==> src/rtl/jam_perm_search.sv <==
// rtl/jam_perm_search.sv - exhaustive lexicographic permutation search for min/max-cost job assignment
// Walks all N! worker->job assignments, summing looked-up costs and tracking the best total.
module jam_perm_search #(
  parameter int N  = 8,
  parameter int CW = 7,
  localparam int IW = (N > 2) ? $clog2(N) : 1,
  localparam int SW = CW + IW
) (
  input  logic            CLK,
  input  logic            RST_N,
  input  logic            START,
  input  logic            MODE,
  output logic [IW-1:0]   W,
  output logic [IW-1:0]   J,
  input  logic [CW-1:0]   Cost,
  output logic            BUSY,
  output logic [SW-1:0]   BestCost,
  output logic [15:0]     MatchCount,
  output logic [N*IW-1:0] BestPerm,
  output logic            Valid
);

  typedef enum logic [1:0] {IDLE, EVAL, UPDATE, DONE} state_t;

  localparam logic [IW-1:0] ONE  = IW'(1);
  localparam logic [IW-1:0] LAST = IW'(N - 1);

  state_t          state, state_nx;
  logic [IW-1:0]   perm    [N];
  logic [IW-1:0]   perm_nx [N];
  logic [IW-1:0]   tmp     [N];
  logic [IW-1:0]   piv, succ;
  logic            last;
  logic [SW-1:0]   sum;
  logic            first, mode_q, better;
  logic [N*IW-1:0] perm_flat;

  always_ff @(posedge CLK or negedge RST_N)
    if (!RST_N) state <= IDLE;
    else        state <= state_nx;

  always_comb begin
    state_nx = state;
    case (state)
      IDLE, DONE: if (START) state_nx = EVAL;
      EVAL:       if (W == LAST) state_nx = UPDATE;
      UPDATE:     state_nx = last ? DONE : EVAL;
      default:    state_nx = IDLE;
    endcase
  end

  // Successor: the suffix after the pivot is descending, so the rightmost
  // entry greater than the pivot is also the smallest such entry.
  always_comb begin
    piv  = '0;
    last = 1'b1;
    for (int i = 0; i < N - 1; i++)
      if (perm[i] < perm[i+1]) begin
        piv  = IW'(i);
        last = 1'b0;
      end
    succ = piv;
    for (int k = 0; k < N; k++)
      if (IW'(k) > piv && perm[k] > perm[piv]) succ = IW'(k);
    tmp       = perm;
    tmp[piv]  = perm[succ];
    tmp[succ] = perm[piv];
    perm_nx   = tmp;
    for (int m = 0; m < N; m++)
      if (IW'(m) > piv) perm_nx[m] = tmp[IW'(N - m + int'(piv))];
  end

  always_comb begin
    perm_flat = '0;
    for (int w = 0; w < N; w++) perm_flat[w*IW +: IW] = perm[w];
  end

  assign better = mode_q ? (sum > BestCost) : (sum < BestCost);

  always_ff @(posedge CLK or negedge RST_N) begin
    if (!RST_N) begin
      for (int w = 0; w < N; w++) perm[w] <= IW'(w);
      sum        <= '0;
      W          <= '0;
      J          <= '0;
      first      <= 1'b0;
      mode_q     <= 1'b0;
      BestCost   <= '0;
      MatchCount <= '0;
      BestPerm   <= '0;
    end else begin
      case (state)
        IDLE, DONE: begin
          if (START) begin
            for (int w = 0; w < N; w++) perm[w] <= IW'(w);
            sum    <= '0;
            W      <= '0;
            J      <= '0;
            first  <= 1'b1;
            mode_q <= MODE;
          end
        end
        EVAL: begin
          sum <= sum + SW'(Cost);
          if (W == LAST) begin
            W <= '0;
            J <= perm[0];
          end else begin
            W <= W + ONE;
            J <= perm[W + ONE];
          end
        end
        UPDATE: begin
          // first flag, not a zero compare, seeds the result so a zero sum is legal
          if (first || better) begin
            BestCost   <= sum;
            MatchCount <= 16'd1;
            BestPerm   <= perm_flat;
          end else if (sum == BestCost && MatchCount != 16'hFFFF) begin
            MatchCount <= MatchCount + 16'd1;
          end
          first <= 1'b0;
          if (last) begin
            J <= '0;
          end else begin
            perm <= perm_nx;
            sum  <= '0;
            J    <= perm_nx[0];
          end
        end
        default: ;
      endcase
    end
  end

  assign BUSY  = (state == EVAL) || (state == UPDATE);
  assign Valid = (state == DONE);

endmodule
==> config.mk <==
export PLATFORM = sky130hd
export DESIGN_NAME = jam_perm_search
export DESIGN_NICKNAME = d
export VERILOG_FILES = /design/src/rtl/jam_perm_search.sv
export SDC_FILE = /design/constraint.sdc
export NUM_CORES = 1
export LEC_CHECK = 0
export ABC_CLOCK_PERIOD_IN_PS = 6500
export BUFFER_PORTS_ARGS = -buffer_cell sky130_fd_sc_hd__buf_2
export CAP_MARGIN = 20
export CORE_MARGIN = 5
export CORE_UTILIZATION = 40
export CTS_BUF_LIST = sky130_fd_sc_hd__clkbuf_8
export DETAILED_ROUTE_END_ITERATION = 12
export PLACE_DENSITY_LB_ADDON = 0.12
export SYNTH_ARGS = -nofsm -noshare
export SYNTH_HDL_FRONTEND = slang
export SYNTH_SLANG_ARGS = --single-unit
export TNS_END_PERCENT = 5
==> constraint.sdc <==
create_clock -name CLK -period 6.5 [get_ports CLK]
set_clock_uncertainty 0.15 [all_clocks]
set_input_delay 1.3 -clock CLK [delete_from_list [all_inputs] [get_ports CLK]]
set_output_delay 1.3 -clock CLK [all_outputs]
set_load 0.005 [all_outputs]
=== Word-level counts from Yosys, hierarchy flattened ===
Cells that the tools add are included.

* Reduce and logical (&&, ||, !) cells: 26
* Mux-type cells: 89
* Equal/unequal tests: 9
* Order comparisons: 38
* Bitwise logic cells: 11
* Add/sub/neg operators: 11

{| class="wikitable"
|+ Operators by type and width
! kind !! number
|-
| $mux 3 || 49
|-
| $bmux 3 s3 || 11
|-
| $bwmux 24 || 2
|-
| $mux 24 || 2
|-
| $pmux 24 s2 || 1
|-
| $ge 3x4->1 const B || 8
|-
| $mux 16 || 2
|-
| $pmux 10 s3 || 1
|-
| $gt 3x3->1 || 8
|-
| $not 3->3 || 8
|-
| $lt 3x3->1 || 7
|-
| $mux 10 || 2
|-
| $demux 3 s3 || 2
|-
| $add 16x1->16 const B || 1
|-
| $ne 16x16->1 const B || 1
|-
| $reduce_and 2->1 || 7
|-
| $add 3x3->3 const A || 4
|-
| $ge 4x4->1 const B || 3
|-
| $gt 3x3->1 const A || 4
|-
| $not 3->4 || 3
|-
| $logic_and 1x1->1 || 11
|-
| $add 10x7->10 || 1
|-
| $eq 10x10->1 || 1
|-
| $gt 10x10->1 || 1
|-
| other kinds (22) || 44
|}

* Logic and storage cells: 201
* Output and inout bits: 58
* Register bits after elaboration: 94
* Bits of input ports: 11

=== Logic depth before layout (Yosys ltp) ===
* Depth in word-level cells: 33
* Depth in mapped cells: 30
* Depth with buffers taken out: 26

=== Worst setup path before layout ===
No wires, ideal clock.

* Kind: reg2reg
* Start: register perm[13] (netlist bit)
* End: register perm[21] (netlist bit)
* Arrival: 6.734 ns
* Required time: 6.231 ns
* Path buffers: 4
* Period minus slack after synthesis: 7.003 ns
* Library setup time: 0.119 ns
* Setup slack: -0.503 ns
* Cell stages (with the launch flop): 28
* Cell sequence: dfstp_2 -> clkbuf_1 -> inv_1 -> ha_1 -> nand2_1 -> o21a_1 -> o211ai_1 -> nand3_1 -> inv_1 -> clkbuf_1 -> a221oi_1 -> a31o_2 -> o21ai_1 -> clkinv_1 -> ha_1 -> nor2b_1 -> a2111oi_1 -> or2_2 -> clkbuf_1 -> nand3_1 -> nor2_1 -> and2_1 -> clkbuf_1 -> mux2_2 -> a221oi_1 -> nand2b_1 -> o2111ai_1 -> and2_1

* Word-level cells in the longest chain between the ends: 32
* Elaborated cells between the ends (all ways): 74
* Those cells by class: add/sub (1); order compare (22); eq/ne (1); mux (36); bitwise (3); reduce/logical (11)

{| class="wikitable"
|+ RTL lines
! item !! RTL line !! source
|-
| start: declaration || 29 || <nowiki>logic [IW-1:0] perm [N];</nowiki>
|-
| start signal: assignment || 126 || <nowiki>perm <= perm_nx;</nowiki>
|-
| $lt 3x3->1 || 58 || <nowiki>if (perm[i] < perm[i+1]) begin</nowiki>
|-
| $mux 3 (5 in a row) || 58 ||
|-
| $not 3->4 (not written as such) || 64, 66, 67 ||
|-
| $bmux 3 s3 || 64, 67 ||
|-
| $mux 3 (not written as such) (2 in a row) || 64, 67 ||
|-
| $gt 3x3->1 || 64 || <nowiki>if (IW'(k) > piv && perm[k] > perm[piv]) succ = IW'(k);</nowiki>
|-
| $logic_and 1x1->1 || 64 ||
|-
| $mux 3 (8 in a row) || 64 ||
|-
| (+3 left out) || -- ||
|-
| $mux 3, on equally long branches || 67, 66 ||
|-
| $demux 3 s3 or $bwmux 24 (tied branches) || 67, 66 ||
|-
| $bwmux 24 || 67 || <nowiki>tmp[succ] = perm[piv];</nowiki>
|-
| $bmux 3 s3 || 70 || <nowiki>if (IW'(m) > piv) perm_nx[m] = tmp[IW'(N - m + int'(piv))];</nowiki>
|-
| $mux 3 (not written as such) (2 in a row) || 70 ||
|-
| $mux 3 || 70 ||
|-
| $mux 24 || 123 || <nowiki>if (last) begin</nowiki>
|-
| $pmux 24 s2 || 92 || <nowiki>case (state)</nowiki>
|}

Several ways; a longest one is shown, not always the timed one. The select of a mux whose other input is x is not followed.
A chain may end at the register's enable or synchronous reset.

=== Final worst setup path ===
* Start: register perm[11] (netlist bit)
* End: register perm[16] (netlist bit)

* Word-level cells in the longest chain between the ends: 31
* Elaborated cells between the ends (all ways): 72
* Those cells by class: add/sub (1); order compare (22); eq/ne (1); mux (34); bitwise (3); reduce/logical (11)

{| class="wikitable"
|+ RTL lines
! item !! RTL line
|-
| $lt 3x3->1 || 58
|-
| $mux 3 (4 in a row) || 58
|-
| $not 3->4 (not written as such) || 64, 66, 67
|-
| $bmux 3 s3 || 64, 67
|-
| $mux 3 (not written as such) (2 in a row) || 64, 67
|-
| $gt 3x3->1 || 64
|-
| $logic_and 1x1->1 || 64
|-
| $mux 3 (8 in a row) || 64
|-
| (+3 left out) || --
|-
| $mux 3, on equally long branches || 67, 66
|-
| $demux 3 s3 or $bwmux 24 (tied branches) || 67, 66
|-
| $bwmux 24 || 67
|-
| $bmux 3 s3 || 70
|-
| $mux 3 (not written as such) (2 in a row) || 70
|-
| $mux 3 || 70
|-
| $mux 24 || 123
|-
| $pmux 24 s2 || 92
|}

Several ways; a longest one is shown, not always the timed one. The select of a mux whose other input is x is not followed.

==> run metrics <==
core box area=0.0218 mm^2; adder-cell share of the synthesized area=approximately a tenth; Pwr Total=2.77 mW; post-DR wirelength/cell=24.4 um; Longest Clk Path Bufs=2; Critical Path RT=around 6.7 ns; synth warn=0; Crit Path Max Fanout=9; initial antenna violation count=0; fin area=0.0105 mm^2; share of the synthesized area in the top cell type=23.3%; crit end category=flop; largest net degree at the start of global routing=52; ys async rst share=100%; combinational share of power=54.4%; hold_buf cts=0; pwr/cell area=265 mW/mm^2; Multi-input gate area=0.00612 mm^2; largest cells by area after synthesis=dfrtp_1, ha_1, nand2_1, o21ai_0, nor2_1; Leak=4.78 nW; total grt overflow=0; filler instances=~2.2k; Seq pwr share=a little over a quarter; cell taking the most area after synthesis=dfrtp_1; clk sink count=94; post-synthesis mux area share=7.71%; Startpoint Class=flop; Critical Path AT=6.50 ns; Placer Congestion=1.07; via count=9470; H-tree depth=3; vias in the first global route=8942; Slowest-stage cell, CP=dfstp_2; chip height=~160 um; commonest cells after routing, fill and taps aside=nand2_1, buf_4, o21ai_0; Min Clock Period, post-route=around 6.3 ns; Clk Latency, worst-skew pair=around 0.41 ns; worst path bufs/invs=8; mean area per synthesized cell=between 8 and 9 um^2; Root Driver=clkbuf_8; vias per cell=around 6.3; Post-Syn Area=0.00882 mm^2; Pre-antenna DRT Iters=5; # DRC=0; ys flop type=dfrtp_1; measured slew at the worst slew-check pin=1.18 ns; Synth Area in XOR/XNOR=1.99%; sw frac=44.9%; syn_nets=1173; net switching power figure=1.24 mW; DIE WIDTH=158 um; sum of negative setup slack=0 ns; synth unique cells=88; TritonCTS clock tree=yes; slew margin rel.=a little over a fifth; Hold Fails Final Rpt=0; fin cells=1500; initial core utilization=40.5%; post-synthesis register bit count=94; first-pass GRT wire length=54800 um; I/O pin cnt=69; Clk pwr share=18.4%; FF/Latch Area=0.00237 mm^2; Crit path top cell by count=buf_4; Post-Route WL=36600 um; complex-gate fraction of the synthesized area=28.9%; largest family of logic cells by synthesized area=compound AO/OA/AOI/OAI gates; Slew Limit Fails=0; n_diodes=0; most common cell after layout, fill and taps aside=nand2_1; Max Fclk=158 MHz; IO Port Bufs=68; Synth Instances=approximately 1.1k; P&R area growth vs syn=18.8%; internal power=approximately 1.5 mW; simple logic cell fraction of the synthesized area=19.7%; post-detail-place hpwl=27800 um; largest stage delay on the critical path=roughly 0.60 ns; Final Setup Violations=0; CP delay by family, top=compound AO/OA/AOI/OAI gates; Area after DPL=0.0101 mm^2; GRT Util Overall=29.0%; nets@finish=1291; Total Die Area=between 0.02 and 0.03 mm^2; RSZ-0062 raised after global routing=true; Iter 0 DRT Violations=~1.1k; period utilisation layout=97.2%; Setup CP Type=reg -> reg; clock-pin slew on the worst setup and hold paths=0.13 ns; Hold WC Path Type=reg -> reg; VDD IR-drop max=0.129 mV; cts bufs inserted=9; share of layout cells above drive strength 1=about a quarter; Post-synth EDFFs=0; # Max-Cap Violations=0; Routed Antenna Nets=0; sequential area share after synthesis=around 27%; floorplan row count=54; status=finished, final reports clean; Post-Place Cells=1482
worst reg2reg max path: cells and delay by family (launching register included):
family	cells	cell delay, ns
adders and majority gates	2	0.62
AOI/OAI and AO/OA	12	2.52
DFF	1	0.60
muxes	1	0.32
and+or+nand+nor	5	0.77
buffers and inverters	8	1.24
final timing paths:
check,from,to,slack (ns),depth (start not counted)
setup / recovery,perm[11],perm[16],0.18,28
hold / removal,BestPerm[3],BestPerm[3],0.33,2
setup reg to reg,perm[11],perm[16],0.18,28
hold reg to reg,BestPerm[3],BestPerm[3],0.33,2
max in group asynchronous,RST_N,perm[7],4.36,2
min in group asynchronous,RST_N,perm[20],0.76,1
layout make-up:
type                            instances  area share [%]
Clock buffer                            9            1.18
Clock inverter                          7            1.17
Inverter                               50            1.84
Multi-Input combinational cell        881            58.4
Sequential cell                        94            22.6
Tap cell                              280            3.34
Timing Repair Buffer                  179            11.5
kinds of logic (layout without fill, tap and decap cells):
| logic type | count (synthesis) | in the layout |
|---|---|---|
| AOI/OAI and AO/OA | 375 | 375 |
| and+or+nand+nor | 371 | 371 |
| buffers and inverters | 122 | 245 |
| DFF | 94 | 94 |
| adders and majority gates | 65 | 65 |
| muxes | 50 | 50 |
| xor gates and xnor gates | 20 | 20 |
stage by stage:
step / util (%) / hold slack (ns) / worst slack [ns]
2_1_floorplan: - / 0.320 / 0.0529
3_3_place_gp: 46.3 / 0.305 / -0.0366
3_5_place_dp: 46.3 / 0.316 / 0.0213
4_1_cts: 47.5 / 0.341 / 0.0431
5_1_grt: 48.2 / 0.363 / -0.0679
6_report: 48.2 / 0.333 / 0.184
cell usage after synthesis, types with 7 or more instances:
| master | number |
|---|---|
| nand3_1 | 40 |
| nor2b_1 | 20 |
| o21ai_0 | 101 |
| and2_1 | 7 |
| nand2_1 | 142 |
| a311oi_1 | 9 |
| inv_1 | 46 |
| a22oi_1 | 7 |
| a211o_1 | 7 |
| nor2_1 | 85 |
| nor3_1 | 14 |
| a21o_1 | 17 |
| and3_1 | 14 |
| a21oi_1 | 63 |
| or3_1 | 9 |
| xor2_1 | 12 |
| o31ai_1 | 8 |
| dfrtp_1 | 82 |
| clkbuf_1 | 54 |
| mux2_2 | 13 |
| dfstp_2 | 12 |
| o211ai_1 | 21 |
| a31o_2 | 7 |
| mux4_2 | 13 |
| o22ai_1 | 8 |
| a221oi_1 | 7 |
| buf_2 | 10 |
| nor4_1 | 8 |
| nand4_1 | 10 |
| a31oi_1 | 17 |
| mux2i_1 | 24 |
| xnor2_1 | 8 |
| a211oi_1 | 19 |
| ha_1 | 64 |
| o21ai_1 | 8 |
sequential cells by signal (all words and copies together) (netlist names):
signal,cells
BestCost,10
BestPerm,24
J,3
MatchCount,16
W,3
first,1
mode_q,1
perm,24
state,2
sum,10
metal layers:
| metal | share of wire, % | GRT usage (%) | wire length [um] |
|---|---|---|---|
| met5 | 0 | 0 | 0 |
| met4 | 8.1 | 18.9 | 2940 |
| met3 | 8.5 | 5.11 | 3120 |
| met2 | 43 | 44.2 | 15500 |
| met1 | 41 | 37.9 | 15000 |
repair_timing:
item	4_1_cts	5_1_grt
gates cloned	0	0
buffers inserted	0	1
resized for setup	1	24
endpoints found under the setup margin	2	27
pin swaps	0	2
power by group through the flow:
stage / clock (mW) / combinational [mW] / sequential (mW)
floorplan: 0 / 0.931 / 0.753
global placement: 0 / 1.45 / 0.769
detailed placement: 0 / 1.45 / 0.769
CTS: 0.523 / 1.46 / 0.758
global route: 0.541 / 1.64 / 0.772
finish: 0.510 / 1.51 / 0.756
No activity file was read; power rests on OpenSTA's default activity.
